<file path="config.mk">
export PLATFORM = sky130hd
export DESIGN_NAME = vga_frame_ctrl
export DESIGN_NICKNAME = d
export VERILOG_FILES = /design/src/rtl/vga_frame_ctrl.sv
export SDC_FILE = /design/constraint.sdc
export NUM_CORES = 1
export LEC_CHECK = 0
export CAP_MARGIN = 20
export CORE_AREA = 2 2 320 322
export CTS_CLUSTER_DIAMETER = 50
export DETAILED_ROUTE_END_ITERATION = 6
export DIE_AREA = 0 0 322 324
export SYNTH_ARGS = -nofsm -noshare
export SYNTH_HDL_FRONTEND = slang
export SYNTH_SLANG_ARGS = --single-unit
</file>
<file path="constraint.sdc">
create_clock -name vga_clk -period 21.4 [get_ports vga_clk]
set_input_delay 2.14 -clock vga_clk [delete_from_list [all_inputs] [get_ports vga_clk]]
set_output_delay 2.14 -clock vga_clk [all_outputs]
set_load 0.03 [all_outputs]
</file>
<file path="src/rtl/vga_frame_ctrl.sv">
// rtl/vga_frame_ctrl.sv - VGA sync timing, scan addressing and vblank state snapshot
//
// Purpose: generates VGA sync timing (640x480@60 by default), drives the pixel
// scan address into the colour datapath, delays hsync/vsync/de to line up with
// the datapath's registered colour output, and copies game state into shadow
// registers only during vertical blank so a frame is never drawn from mixed state.
//
// Ports:
//   vga_clk, rst                  pixel clock, asynchronous active-high reset
//   map_i, map_shown_i, map_flag_i,
//   x_pos_i, y_pos_i, screen_state_i   live game state
//   upd_hold_i                    game logic mid-update, defer the snapshot
//   map_o .. screen_state_o       shadow copies of the live state
//   addr_h, addr_v                scan address, 12'hFFF outside the active window
//   hsync_o, vsync_o, de_o        active-low syncs and data enable, pipeline aligned
//   frame_start_o                 pulse when the counters sit at (0,0)
//   snap_o                        pulse in the cycle the shadow registers change
//   miss_cnt_o                    saturating count of frames with no snapshot
module vga_frame_ctrl #(
    parameter int H_SYNC     = 96,
    parameter int H_BACK     = 48,
    parameter int H_ACTIVE   = 640,
    parameter int H_FRONT    = 16,
    parameter int V_SYNC     = 2,
    parameter int V_BACK     = 33,
    parameter int V_ACTIVE   = 480,
    parameter int V_FRONT    = 10,
    parameter int PIPE_DELAY = 2,
    parameter int MAP_BITS   = 256,
    parameter int CELLS      = 64
) (
    input  logic                vga_clk,
    input  logic                rst,
    input  logic [MAP_BITS-1:0] map_i,
    input  logic [CELLS-1:0]    map_shown_i,
    input  logic [CELLS-1:0]    map_flag_i,
    input  logic [2:0]          x_pos_i,
    input  logic [2:0]          y_pos_i,
    input  logic [2:0]          screen_state_i,
    input  logic                upd_hold_i,
    output logic [MAP_BITS-1:0] map_o,
    output logic [CELLS-1:0]    map_shown_o,
    output logic [CELLS-1:0]    map_flag_o,
    output logic [2:0]          x_pos_o,
    output logic [2:0]          y_pos_o,
    output logic [2:0]          screen_state_o,
    output logic [11:0]         addr_h,
    output logic [11:0]         addr_v,
    output logic                hsync_o,
    output logic                vsync_o,
    output logic                de_o,
    output logic                frame_start_o,
    output logic                snap_o,
    output logic [7:0]          miss_cnt_o
);

    localparam int H_TOTAL = H_SYNC + H_BACK + H_ACTIVE + H_FRONT;
    localparam int V_TOTAL = V_SYNC + V_BACK + V_ACTIVE + V_FRONT;

    localparam logic [11:0] H_SYNC_C  = 12'(H_SYNC);
    localparam logic [11:0] V_SYNC_C  = 12'(V_SYNC);
    localparam logic [11:0] H_START_C = 12'(H_SYNC + H_BACK);
    localparam logic [11:0] H_END_C   = 12'(H_SYNC + H_BACK + H_ACTIVE);
    localparam logic [11:0] V_START_C = 12'(V_SYNC + V_BACK);
    localparam logic [11:0] V_END_C   = 12'(V_SYNC + V_BACK + V_ACTIVE);
    localparam logic [11:0] H_LAST_C  = 12'(H_TOTAL - 1);
    localparam logic [11:0] V_LAST_C  = 12'(V_TOTAL - 1);

    localparam logic [1:0] ST_IDLE  = 2'd0;
    localparam logic [1:0] ST_ARMED = 2'd1;
    localparam logic [1:0] ST_DONE  = 2'd2;

    logic [11:0] h_cnt;
    logic [11:0] v_cnt;
    logic        h_last;
    logic        v_last;
    logic        active;
    logic        arm_point;
    logic        frame_first;
    logic        frame_last;

    logic        hs_raw;
    logic        vs_raw;
    logic        de_raw;
    logic [PIPE_DELAY-1:0] hs_dly;
    logic [PIPE_DELAY-1:0] vs_dly;
    logic [PIPE_DELAY-1:0] de_dly;

    logic [1:0]  state;

    assign h_last      = (h_cnt == H_LAST_C);
    assign v_last      = (v_cnt == V_LAST_C);
    assign active      = (h_cnt >= H_START_C) && (h_cnt < H_END_C) &&
                         (v_cnt >= V_START_C) && (v_cnt < V_END_C);
    // first clock of the first line after the visible area
    assign arm_point   = (h_cnt == 12'd0) && (v_cnt == V_END_C);
    assign frame_first = (h_cnt == 12'd0) && (v_cnt == 12'd0);
    assign frame_last  = h_last && v_last;

    always_ff @(posedge vga_clk or posedge rst) begin
        if (rst) begin
            h_cnt <= 12'd0;
            v_cnt <= 12'd0;
        end else if (h_last) begin
            h_cnt <= 12'd0;
            v_cnt <= v_last ? 12'd0 : v_cnt + 12'd1;
        end else begin
            h_cnt <= h_cnt + 12'd1;
        end
    end

    // Address, raw sync/enable and frame_start share one register stage so
    // they all describe the same counter position.
    always_ff @(posedge vga_clk or posedge rst) begin
        if (rst) begin
            addr_h        <= 12'hFFF;
            addr_v        <= 12'hFFF;
            hs_raw        <= 1'b1;
            vs_raw        <= 1'b1;
            de_raw        <= 1'b0;
            frame_start_o <= 1'b0;
        end else begin
            if (active) begin
                addr_h <= h_cnt - H_START_C;
                addr_v <= v_cnt - V_START_C;
            end else begin
                addr_h <= 12'hFFF;
                addr_v <= 12'hFFF;
            end
            hs_raw        <= !(h_cnt < H_SYNC_C);
            vs_raw        <= !(v_cnt < V_SYNC_C);
            de_raw        <= active;
            frame_start_o <= frame_first;
        end
    end

    // Delay line matching the colour datapath latency from address to rgb.
    always_ff @(posedge vga_clk or posedge rst) begin
        if (rst) begin
            hs_dly <= '1;
            vs_dly <= '1;
            de_dly <= '0;
        end else begin
            hs_dly[0] <= hs_raw;
            vs_dly[0] <= vs_raw;
            de_dly[0] <= de_raw;
            for (int i = 1; i < PIPE_DELAY; i++) begin
                hs_dly[i] <= hs_dly[i-1];
                vs_dly[i] <= vs_dly[i-1];
                de_dly[i] <= de_dly[i-1];
            end
        end
    end

    assign hsync_o = hs_dly[PIPE_DELAY-1];
    assign vsync_o = vs_dly[PIPE_DELAY-1];
    assign de_o    = de_dly[PIPE_DELAY-1];

    // Snapshot sequencer: arms at the start of vertical blank, captures on the
    // first clock the game logic is not mid-update, and gives up (counting a
    // miss) if the hold is still asserted on the last clock of the frame.
    always_ff @(posedge vga_clk or posedge rst) begin
        if (rst) begin
            state          <= ST_IDLE;
            snap_o         <= 1'b0;
            miss_cnt_o     <= 8'd0;
            map_o          <= '0;
            map_shown_o    <= '0;
            map_flag_o     <= '0;
            x_pos_o        <= 3'd0;
            y_pos_o        <= 3'd0;
            screen_state_o <= 3'd0;
        end else begin
            snap_o <= 1'b0;
            case (state)
                ST_IDLE: begin
                    if (arm_point) begin
                        state <= ST_ARMED;
                    end
                end
                ST_ARMED: begin
                    if (!upd_hold_i) begin
                        map_o          <= map_i;
                        map_shown_o    <= map_shown_i;
                        map_flag_o     <= map_flag_i;
                        x_pos_o        <= x_pos_i;
                        y_pos_o        <= y_pos_i;
                        screen_state_o <= screen_state_i;
                        snap_o         <= 1'b1;
                        state          <= ST_DONE;
                    end else if (frame_last) begin
                        if (miss_cnt_o != 8'hFF) begin
                            miss_cnt_o <= miss_cnt_o + 8'd1;
                        end
                        state <= ST_IDLE;
                    end
                end
                ST_DONE: begin
                    if (frame_first) begin
                        state <= ST_IDLE;
                    end
                end
                default: state <= ST_IDLE;
            endcase
        end
    end

endmodule

</file>
==> flow_summary.json <==
{
  "cp_common_cell": "buf_4",
  "timing.rr.end": "map_shown_o[32]$_DFFE_PP0P_",
  "seq_power_share": 0.415,
  "p_int_mw": 1.65,
  "drive_gt1_frac": 0.278,
  "num_vias": 12374,
  "path_buf_inv": 6,
  "crit_arrival_ns": 6.31,
  "htree_num_levels": 3,
  "timing.final.ws_setup_ns": 15.72,
  "path_delay_family": "buffers and inverters",
  "grt_pass1_wl_mm": 84.8,
  "synth_edf_count": 0,
  "fmaxAchievable_ghz": 0.176,
  "hold_viol": 0,
  "worstPathRequired_ns": 22.03,
  "hold_path_class": "flop to flop",
  "post_cts_resized": 0,
  "power_mw": 2.11,
  "clk_pin_slew_ns": 0.06,
  "cp.depth": 6,
  "drt_wl_total_mm": 59.8,
  "pin_count": 826,
  "ant_nets": 0,
  "maxCapViolCount": 0,
  "fillers": 10225,
  "fin_util": 0.294,
  "p_leak_nw": 13.2,
  "grt_usage": 0.108,
  "rsz0062_at_grt": "no",
  "switching_share": 0.216,
  "cts_sinks": 462,
  "num_rows": 117,
  "fp.coreArea_um2": 101000,
  "cts-root-buf": "clkbuf_16",
  "crit_fanout": 99,
  "slew_headroom": 0.336,
  "regToRegSetupSlack_ns": 17.84,
  "r2r_cells": 5,
  "reg2reg_from": "state[1]$_DFFE_PP0P_",
  "die_height_um": 324,
  "final_nets": 2368,
  "grt_overflow": 0,
  "grt_max_degree": 100,
  "setup_violations": 0,
  "power.switching_uw": 455,
  "final_cell_mix": "clkdlybuf4s50_1 (825), dfrtp_1 (432), mux2_2 (394), clkbuf_16 (70)",
  "drtIter0Drc": 338,
  "worstSetupPathType": "input port to async pin",
  "finalCritPeriodShare": 0.266,
  "crit_chain": "clkdlybuf4s50_1, inv_8, buf_4, buf_4, buf_4, buf_4",
  "synthArstFlopShare": 1.00,
  "seq_area_frac_synth": 0.660,
  "post_dp_cell_area_um2": 27300,
  "die_x_um": 322,
  "yosysTopAreaCellShare": 0.616,
  "max_stage_delay_ns": 0.77,
  "syn_area_per_cell_um2": 15.8,
  "fin_skew_ns": 0.0372,
  "p_comb_frac": 0.044,
  "numPortBuffers": 825,
  "syn_area_um2": 17600,
  "status": "completed",
  "cp-startpoint": "rst",
  "dpl_worst_slack_ns": 14.75,
  "start_util": 0.174,
  "wl_per_cell_um": 18.0,
  "drv_slew": 0,
  "clk_latency_ns": 0.61,
  "peakVddDrop_mv": 0.0533,
  "dr.pass1.iters": 4,
  "yosysTopAreaCell": "dfrtp_1",
  "clock_path_buffers": 3,
  "design_area_um2": 29600,
  "cp-endpoint": "map_flag_o[28]$_DFFE_PP0P_",
  "power_density_nw_per_um2": 71.2,
  "critPathSlowestCell": "buf_4",
  "synth-main-ff-cell": "dfrtp_1",
  "p_clk_frac": 0.541,
  "cts_hold_buf": 0,
  "fin_crit_ns": 5.68,
  "synthCells": 1112,
  "area_growth_pct": 68.8,
  "netlist_top_cells_area": "dfrtp_1 (62%), mux2_2 (25%), dfstp_2 (4.5%)",
  "post_cts_buffers": 0,
  "antenna_found_initial": 10,
  "numCtsBuffers": 69,
  "hpwl_mm": 45.0,
  "end_kind": "async pin",
  "ys_types": 44,
  "ys_warn_count": 0,
  "ys_seq_elements": 462,
  "dieArea_um2": 104000,
  "route.detailed.drc": 0,
  "cts_tree": "yes",
  "grt_pass1_vias": 12912,
  "gp_congestion": 0.754,
  "vias_per_cell": 3.72,
  "final_common_cell": "clkdlybuf4s50_1",
  "tns_ns": 0,
  "synthesis.nets": 1516,
  "worst_pin_slew_ns": 0.997,
  "critPathLaunchType": "input port"
}
[synth_stat cells, types with 7 or more instances]
library cell and instances:
xnor2_1 20, inv_1 10, nand3_1 15, nand2b_1 7
dfstp_2 30, dfrtp_1 432, clkbuf_1 26, xor2_1 9
nand2_1 30, o21ai_0 11, mux2_2 394, ha_1 8
buf_2 31, nor2_1 16
[routing by layer]
metal / routed length, µm / vias to the layer above / part of all wire / GRT usage
met2: 29400 / 529 / 0.49 / 0.181
met3: 5830 / 105 / 0.097 / 0.0451
met5: 109 / - / 0.0018 / 0
met4: 1920 / 16 / 0.032 / 0.0498
li1: - / 5636 / - / -
met1: 22600 / 6088 / 0.38 / 0.120
[flip-flops by register name (all words and copies together) (netlist names), 2 cells and up]
signal and count:
map_o 256, map_flag_o 64, map_shown_o 64, addr_h 12, addr_v 12, h_cnt 12
v_cnt 12, miss_cnt_o 8, screen_state_o 3, x_pos_o 3, y_pos_o 3, de_dly 2
hs_dly 2, state 2, vs_dly 2
[logic make-up (layout without fill, tap and decap cells)]
family / count (synthesis) / after routing / share of synthesized area
muxes: 395 / 395 / 0.253
and+or+nand+nor: 117 / 117 / 0.0368
other: 0 / 1 / 0
AOI/OAI and AO/OA: 32 / 32 / 0.0115
buffers and inverters: 69 / 973 / 0.0178
adders and majority gates: 8 / 8 / 0.00570
DFF: 462 / 462 / 0.660
xor gates and xnor gates: 29 / 29 / 0.0145
[final cells by class]
cell class	instances	area, µm²	area share
antenna	1	2.50	0.0000844
clock buffer	91	1940	0.0655
clock inverter	32	393	0.0133
inverter	10	45.0	0.00152
multi-input combinational	581	5660	0.191
sequential	462	11600	0.391
tap	1309	1640	0.0552
timing repair buffer	840	8370	0.282
[power by group through the flow]
stage / logic, mW / clock network, mW / registers [mW]
3_3_place_gp: 0.0955 / 0 / 0.890
6_report: 0.0933 / 1.14 / 0.875
3_5_place_dp: 0.0957 / 0 / 0.890
5_1_grt: 0.102 / 1.22 / 0.874
2_1_floorplan: 0.0132 / 0 / 0.890
4_1_cts: 0.0963 / 1.18 / 0.874
[worst min-delay path by stage]
stage | end | slack, ns | depth (start not counted) | from
floorplan | de_dly[0]$_DFF_PP0_ | 0.33 | 0 | de_raw$_DFF_PP0_
global placement | de_dly[1]$_DFF_PP0_ | 0.33 | 0 | de_dly[0]$_DFF_PP0_
detailed placement | de_dly[1]$_DFF_PP0_ | 0.34 | 0 | de_dly[0]$_DFF_PP0_
CTS | de_dly[1]$_DFF_PP0_ | 0.35 | 0 | de_dly[0]$_DFF_PP0_
global route | de_dly[1]$_DFF_PP0_ | 0.36 | 0 | de_dly[0]$_DFF_PP0_
finish | de_dly[1]$_DFF_PP0_ | 0.35 | 0 | de_dly[0]$_DFF_PP0_
[metrics by stage]
stage	hold slack [ns]	cells
floorplan	0.331	1112
global placement	0.332	3202
detailed placement	0.340	3202
CTS	0.350	3325
global route	0.362	3326
finish	0.348	3326
(Power assumes the default switching activity.)
